`src/rtl/led_pkg.sv`:
```
// Shared definitions for the LED pattern driver: mode encodings and FSM states.
package led_pkg;

  localparam logic [1:0] MODE_OFF     = 2'b00;
  localparam logic [1:0] MODE_SOLID   = 2'b01;
  localparam logic [1:0] MODE_BLINK   = 2'b10;
  localparam logic [1:0] MODE_BREATHE = 2'b11;

  typedef enum logic [2:0] {
    ST_OFF,
    ST_SOLID,
    ST_BLINK,
    ST_BR_UP,
    ST_BR_DOWN
  } led_state_e;

  // Both breathe directions report as the single BREATHE mode.
  function automatic logic [1:0] state_to_mode(input led_state_e s);
    case (s)
      ST_SOLID:              return MODE_SOLID;
      ST_BLINK:              return MODE_BLINK;
      ST_BR_UP, ST_BR_DOWN:  return MODE_BREATHE;
      default:               return MODE_OFF;
    endcase
  endfunction

endpackage

```
`src/rtl/edge_rise_detect.sv`:
```
// 1-bit rising-edge detector: one-cycle pulse when the input goes 0 -> 1.
module edge_rise_detect (
  input  logic clk,
  input  logic reset_n,
  input  logic sig_i,
  output logic rise_o
);

  logic sig_q;

  // Remember the previous sample so a rise is "high now, low last cycle".
  always_ff @(posedge clk) begin
    if (!reset_n) sig_q <= 1'b0;
    else          sig_q <= sig_i;
  end

  assign rise_o = sig_i & ~sig_q;

endmodule

```
`src/rtl/led_pattern_driver.sv`:
```
// Single-LED driver: OFF / SOLID PWM / BLINK / BREATHE ramp, with mode changes
// handshaked in and applied only at the counter wrap so PWM never glitches.
module led_pattern_driver
  import led_pkg::*;
#(
  parameter int unsigned DUTY_STEP  = 8,
  parameter logic [7:0]  SOLID_DUTY = 8'd192
) (
  input  logic       clk,
  input  logic       reset_n,
  input  logic [7:0] counter_in,
  input  logic       blink_in,
  input  logic [1:0] mode_req,
  input  logic       mode_valid,
  output logic       mode_ready,
  output logic       led,
  output logic [7:0] duty,
  output logic [1:0] mode_cur
);

  localparam logic [8:0] STEP9 = 9'(DUTY_STEP);
  localparam logic [7:0] STEP8 = 8'(DUTY_STEP);

  led_state_e state_q;
  logic [7:0] duty_q;
  logic       led_q;
  logic       led_d;
  logic       pend_vld_q;
  logic [1:0] pend_mode_q;
  logic       blink_rise;
  logic       accept;
  logic       apply;
  logic [8:0] up_sum;

  edge_rise_detect u_blink_rise (
    .clk    (clk),
    .reset_n(reset_n),
    .sig_i  (blink_in),
    .rise_o (blink_rise)
  );

  // A pending request blocks new ones; it is applied only when the counter
  // is at FF, so a request accepted in the FF cycle waits a full wrap.
  assign accept = mode_valid & ~pend_vld_q;
  assign apply  = pend_vld_q & (counter_in == 8'hFF);
  assign up_sum = {1'b0, duty_q} + STEP9;

  // LED drive for the next cycle, from the current state and inputs.
  always_comb begin
    led_d = 1'b0;
    case (state_q)
      ST_OFF:   led_d = 1'b0;
      ST_BLINK: led_d = blink_in;
      default:  led_d = (counter_in < duty_q);
    endcase
  end

  // Mode FSM, duty ramp, pending request and registered LED output.
  always_ff @(posedge clk) begin
    if (!reset_n) begin
      state_q     <= ST_OFF;
      duty_q      <= 8'd0;
      led_q       <= 1'b0;
      pend_vld_q  <= 1'b0;
      pend_mode_q <= MODE_OFF;
    end else begin
      led_q <= led_d;
      if (apply) begin
        // Mode apply wins over a coincident blink rise.
        pend_vld_q <= 1'b0;
        case (pend_mode_q)
          MODE_SOLID:   begin state_q <= ST_SOLID; duty_q <= SOLID_DUTY; end
          MODE_BLINK:   begin state_q <= ST_BLINK; duty_q <= 8'd0;       end
          MODE_BREATHE: begin state_q <= ST_BR_UP; duty_q <= 8'd0;       end
          default:      begin state_q <= ST_OFF;   duty_q <= 8'd0;       end
        endcase
      end else begin
        if (accept) begin
          pend_vld_q  <= 1'b1;
          pend_mode_q <= mode_req;
        end
        if (blink_rise) begin
          case (state_q)
            ST_BR_UP: begin
              if (up_sum > 9'd255) begin
                duty_q  <= 8'd255;
                state_q <= ST_BR_DOWN;
              end else begin
                duty_q  <= up_sum[7:0];
              end
            end
            ST_BR_DOWN: begin
              if (duty_q < STEP8) begin
                duty_q  <= 8'd0;
                state_q <= ST_BR_UP;
              end else begin
                duty_q  <= duty_q - STEP8;
              end
            end
            default: ;
          endcase
        end
      end
    end
  end

  assign mode_ready = ~pend_vld_q;
  assign led        = led_q;
  assign duty       = duty_q;
  assign mode_cur   = state_to_mode(state_q);

endmodule

```
`config.mk`:
```
export PLATFORM = sky130hd
export DESIGN_NAME = led_pattern_driver
export DESIGN_NICKNAME = d
export VERILOG_FILES = /design/src/rtl/led_pkg.sv /design/src/rtl/edge_rise_detect.sv /design/src/rtl/led_pattern_driver.sv
export SDC_FILE = /design/constraint.sdc
export NUM_CORES = 1
export LEC_CHECK = 0
export BUFFER_PORTS_ARGS = -buffer_cell sky130_fd_sc_hd__buf_2
export CAP_MARGIN = 20
export CORE_MARGIN = 3
export CORE_UTILIZATION = 45
export DETAILED_ROUTE_END_ITERATION = 8
export GPL_ROUTABILITY_DRIVEN = 1
export GPL_TIMING_DRIVEN = 0
export HOLD_SLACK_MARGIN = 0.02
export PLACE_DENSITY = 0.76
export SYNTH_ARGS = -nofsm -noshare
export SYNTH_HDL_FRONTEND = slang
export SYNTH_SLANG_ARGS = --single-unit
```
`constraint.sdc`:
```
create_clock -name clk -period 2.3 [get_ports clk]
set_clock_uncertainty 0.1 [all_clocks]
set_input_delay 0.46 -clock clk [delete_from_list [all_inputs] [get_ports clk]]
set_output_delay 0.46 -clock clk [all_outputs]
set_load 0.005 [all_outputs]
```
Word-level counts from Yosys, hierarchy flattened
Index checks and enable logic that the tools add are counted.

Output and inout bits: 12. Input bits: 14. Memory bits (writable): 0. Bits in read-only memories: 0. Logic and storage cells: 50. Latch bits: 0. Memories: 0. Register bits: 16.

Bitwise gates (word level): 7. Magnitude comparators: 3. Shift operators: 0. Eq/ne operators: 10. Mux-type cells: 14. Multiply operators: 0. Divide/modulo/power cells: 0. $add $sub $neg: 2. Reductions and logical operators: 8.

Operators by type and width (number): 8-bit 2-to-1 mux (5); 8-bit one-hot mux with 2 select lines (1); 3-bit 2-to-1 mux (4); 2-bit one-hot mux with 3 select lines (2); 8-bit by 4-bit adder with 9-bit output (second input constant) (1); 9-bit by 8-bit > comparator with 1-bit output (second input constant) (1); 8-bit equality test (second input constant) (1); 8-bit by 4-bit < comparator with 1-bit output (second input constant) (1); 8-bit < comparator (1); 8-bit by 4-bit subtractor with 8-bit output (second input constant) (1); 3-bit by 2-bit equality test with 1-bit output (second input constant) (2); 3-bit inequality test (second input constant) (2); 3-bit one-hot mux with 2 select lines (1); 2-bit equality test (second input constant) (2); 1-bit inverter (4); 2-bit AND reduction (2); 4-bit AND reduction (1); 2-bit OR reduction (2); 1-bit AND (3); 3-bit by 1-bit equality test with 1-bit output (second input constant) (1); 3-bit equality test (second input constant) (1); 3-bit logical NOT (1); 3-bit nonzero test (1); 2-bit by 1-bit equality test with 1-bit output (second input constant) (1); 2 further kinds (2).

Depth between registers and ports, before layout
Depth after elaboration: 6. Mapped depth: 7. Depth with buffers taken out: 7.

By module
Synthesis repeated with hierarchy kept, for this count alone.

Cells, all modules: 139. Area total of the unflattened synthesis: 1084.8 µm².

By module, submodules not included: led_pattern_driver (area each 1044.8 µm², times used 1, seq. area each 260.2 µm², cells an instance 136); edge_rise_detect (area each 40.0 µm², times used 1, seq. area each 20.0 µm², cells an instance 3).

Least setup slack after synthesis
Ideal clock, no wire load.

Path kind: flip-flop to flip-flop. Start point: reg duty_q[3], in the netlist duty[3]. End point: reg state_q[0]. Cell stages (with the launch flop): 8. Path buffers: 0. Data arrival time: 1.596 ns. Setup slack: 0.544 ns. Cell sequence: dfxtp_1 -> inv_1 -> ha_1 -> a21oi_1 -> a2111oi_2 -> a21o_1 -> a41oi_1 -> o221a_1.

Cells in the longest elaborated chain, start to end: 4. Elaborated cells on any way between the ends: 6. Classes of those cells: 1 x add/sub; 2 x order compare; 2 x eq/ne; 1 x reduce/logical.

Ends and longest elaborated chain: start, declared (line led_pattern_driver.sv:25) `logic [7:0] duty_q;`; start signal, assigned (line led_pattern_driver.sv:89) `duty_q <= up_sum[7:0];`; start signal, assigned (line led_pattern_driver.sv:97) `duty_q <= duty_q - STEP8;`; 8-bit by 4-bit adder with 9-bit output (line led_pattern_driver.sv:46) `assign up_sum = {1'b0, duty_q} + STEP9;`; 9-bit by 8-bit > comparator with 1-bit output (line led_pattern_driver.sv:85) `if (up_sum > 9'd255) begin`; 3-bit inequality test (no line); 4-bit AND reduction (no line) (*); end signal, assigned (line led_pattern_driver.sv:61) `state_q <= ST_OFF;`; end signal, assigned (line led_pattern_driver.sv:87) `state_q <= ST_BR_DOWN;`; end signal, assigned (line led_pattern_driver.sv:95) `state_q <= ST_BR_UP;`; end, declared (line led_pattern_driver.sv:24) `led_state_e state_q;`.

Every way passes the cells marked *; elsewhere a longest branch is shown, timed or not. A chain may end at the register's enable or synchronous reset.

Final worst setup path
Start point: reg state_q[2]. End point: out mode_cur[1].

Cells in the longest elaborated chain, start to end: 3. Elaborated cells on any way between the ends: 6. Classes of those cells: 4 x eq/ne; 1 x mux; 1 x reduce/logical.

Ends and longest elaborated chain: start signal, assigned (line led_pattern_driver.sv:61); start signal, assigned (line led_pattern_driver.sv:72) `MODE_SOLID: begin state_q <= ST_SOLID; duty_q <= SOLID_DUTY; end`; start signal, assigned (line led_pattern_driver.sv:73) `MODE_BLINK: begin state_q <= ST_BLINK; duty_q <= 8'd0; end`; 3-bit by 2-bit equality test with 1-bit output / 3-bit equality test (equally long branches) (line led_pkg.sv:19) `case (s)`; 2-bit OR reduction (line led_pkg.sv:19); 2-bit one-hot mux with 3 select lines (*) (line led_pkg.sv:19); end, declared (line led_pattern_driver.sv:18) `output logic [1:0] mode_cur`.

Marked as above.

==> key figures <==
Status
  – Status: finished, final reports clean

Finish
  – Diode count: 0
  – Most frequent cells in the layout: 28 x buf_2, 14 x dfxtp_1, 11 x nor2_1, 10 x ha_1, 9 x inv_1
  – Most common cell after layout, fill and taps aside: buf_2
  – Final Cell Area: about 0.0013 mm^2
  – Layout net count: between 150 and 200
  – Layout area overhead: 18.2%
  – Utilization after layout: 56.7%
  – Share of layout cells above drive strength 1: a little over a quarter

Power
  – P_leak: 0.545 nW
  – Final Power: 0.000482 W
  – Worst vdd ir: 0.000245 V
  – PwrDens: 377 mW/mm^2

Yosys
  – Post-synth cell types: 47
  – Register bit total from synthesis: 14
  – Syn nets: about 150
  – Mapped Avg Cell Area: 8.38 um^2
  – YS warnings: 0
  – Cells after synthesis: 129
  – Syn Std Cell Area: between 0.001 and 0.0015 mm^2
  – Seq/Total Area, Yosys: ~26%

Clock network
  – Worst-path clk slew: around 90 ps
  – Resize count post-CTS: 0
  – Num Clock Sinks: 14
  – Total CTS buffers: 3
  – CTS tree: built
  – Clk Latency, worst-skew pair: a little under 300 ps
  – H-tree levels: 1
  – Postcts setup bufs: 0
  – CTS max path bufs: 2
  – Root Buffer: clkbuf_4
  – CTS Hold Bufs: 0

GRT
  – Vias in the first global route: 1023
  – Global-route wire length before repair: 4310 um
  – Total gr overflow: 0
  – Initial antenna violation count: 0
  – Total GRT Usage: 20.1%
  – Largest net degree at the start of global routing: 11

STA
  – RSZ-0062 raised after global routing: false
  – Final period utilization: about 92%
  – Final Max Slew Viols: 0
  – Final worst slack: about 190 ps
  – Clock period minus worst slack: 2110 ps
  – Slew margin rel.: 50.9%
  – Worst-Margin Slew: 729 ps
  – Finish-stage setup viols: 0
  – Fin. Hold Viols: 0
  – Max frequency: 473 MHz
  – Setup_tns: 0 ps

Placed design
  – Port bufs: 25
  – DP Area: 0.00124 mm^2
  – HPWL after DPL: 2130 um
  – Post-Place Worst Slack: 198 ps
  – Placer Congestion: 0.867

Detailed routing
  – Via Count: 1138
  – # DRC: 0
  – Drt first pass iters: 4
  – Total Wirelength: 2740 um
  – Drt wl/cell: 14.8 um
  – Post-route ant nets: 0
  – DR iter-0 viols: 31
  – Vias per cell: 6.12

Setup path
  – Worst-path maximum fanout: 10
  – Crit Path Class: flip-flop to output pin
  – Arr. time, crit path: roughly 1600 ps
  – Crit-path slowest cell: dfxtp_1
  – CP peak stage delay: 460 ps
  – Worst Setup End Kind: output pin
  – Critical Path Source Type: flip-flop
  – Critical-path cell list: or3b_4, buf_6, o21ai_0, buf_2
  – CP Data Required Time: about 1700 ps

Die
  – Initial core utilization: 47.9%
  – Die area: 0.00303 mm^2
  – Num rows: 17
  – Die width: 55.0 um
  – Core area: ~0.0023 mm^2
  – Die Ht: 55.0 um
  – I/O Pins: 26

Min path
  – Hold WC Path Type: primary input to flip-flop

Job
  – Max-capacitance violation count: 0
## worst paths after layout
kind                    from           to  slack [ps]  cells past startpoint
setup / recovery  state_q[2]  mode_cur[1]         190                      4
hold / removal    mode_valid   pend_vld_q         300                      3
setup reg to reg     duty[3]   state_q[0]         260                      7
hold reg to reg   pend_vld_q   pend_vld_q         440                      2
## stage by stage
stage          hold slack, ps  cells
3_3_place_gp              413    182
5_1_grt                   298    186
2_1_floorplan             376    129
3_5_place_dp              428    182
6_report                  296    186
4_1_cts                   297    186
## cells by family after synthesis
group	count (synthesis)	synth area share [%]
XOR/XNOR	2	1.62
flip-flops	14	25.9
adder cells (fa/ha/maj)	10	11.6
buffers and inverters	16	7.29
AND/OR/NAND/NOR	41	20.8
AO/OA/AOI/OAI	42	29.1
multiplexers	4	3.70
## where the power goes
| part | switching [W] | internal, W |
|---|---|---|
| Clock | 0.0000876 | 0.0000965 |
| Combinational | 0.0000248 | 0.0000229 |
| Sequential | 0.00000354 | 0.000247 |
| Total | 0.000116 | 0.000366 |
## flip-flops by register name, indices dropped and copies added, names as in the netlist
| register | flops |
|---|---|
| led | 1 |
| pend_mode_q | 2 |
| state_q | 3 |
| pend_vld_q | 1 |
| u_blink_rise.sig_q | 1 |
| duty | 6 |
## layer usage
metal	vias to the layer above	global-route usage, %	share of wire (%)
li1	537	-	-
met1	531	23.7	41
met2	63	34.6	47
met3	7	4.02	9.3
met4	0	9.31	2.0
met5	-	0	0
## cells in the mapped netlist, drive strengths merged
cell type,n,area [um^2]
o211ai,1,7.51
a21boi,1,7.51
or3b,1,11.3
a2111oi,1,15.0
nor3b,2,20.0
and2,2,12.5
o2111ai,2,17.5
buf,6,41.3
ha,10,125
o21ai,8,43.8
a311oi,2,17.5
or4,1,7.51
nand2b,2,12.5
a31oi,3,18.8
a41oi,1,8.76
nor4,1,6.26
nand4,1,6.26
o21a,2,15.0
a21o,3,22.5
a221o,1,10.0
a22oi,2,15.0
o221a,2,22.5
inv,9,33.8
clkinv,1,3.75
nor3,2,15.0
a21oi,8,51.3
o31a,1,8.76
xor2,1,8.76
nand2,8,30.0
nand3,6,35.0
nor2b,3,18.8
a211oi,2,15.0
a211o,1,8.76
o41ai,1,8.76
mux2i,4,40.0
nor2,11,41.3
and3b,1,8.76
dfxtp,14,280
xnor2,1,8.76
## worst max-delay path, delay by kind of cell, from the launching register on
kind                   cells  cell delay [ps]
and+or+nand+nor            1              440
buffers and inverters      2              290
DFF                        1              460
AOI/OAI and AO/OA          1               70
## final cells by class
type | instances | area (um^2)
fill | 225 | 977
buffer | 6 | 41.3
tap | 28 | 35.0
inverter | 10 | 37.5
clock buffer | 4 | 36.3
multi-input combinational | 99 | 722
timing repair buffer | 25 | 125
sequential | 14 | 280
No activity file was read; power rests on OpenSTA's default activity.
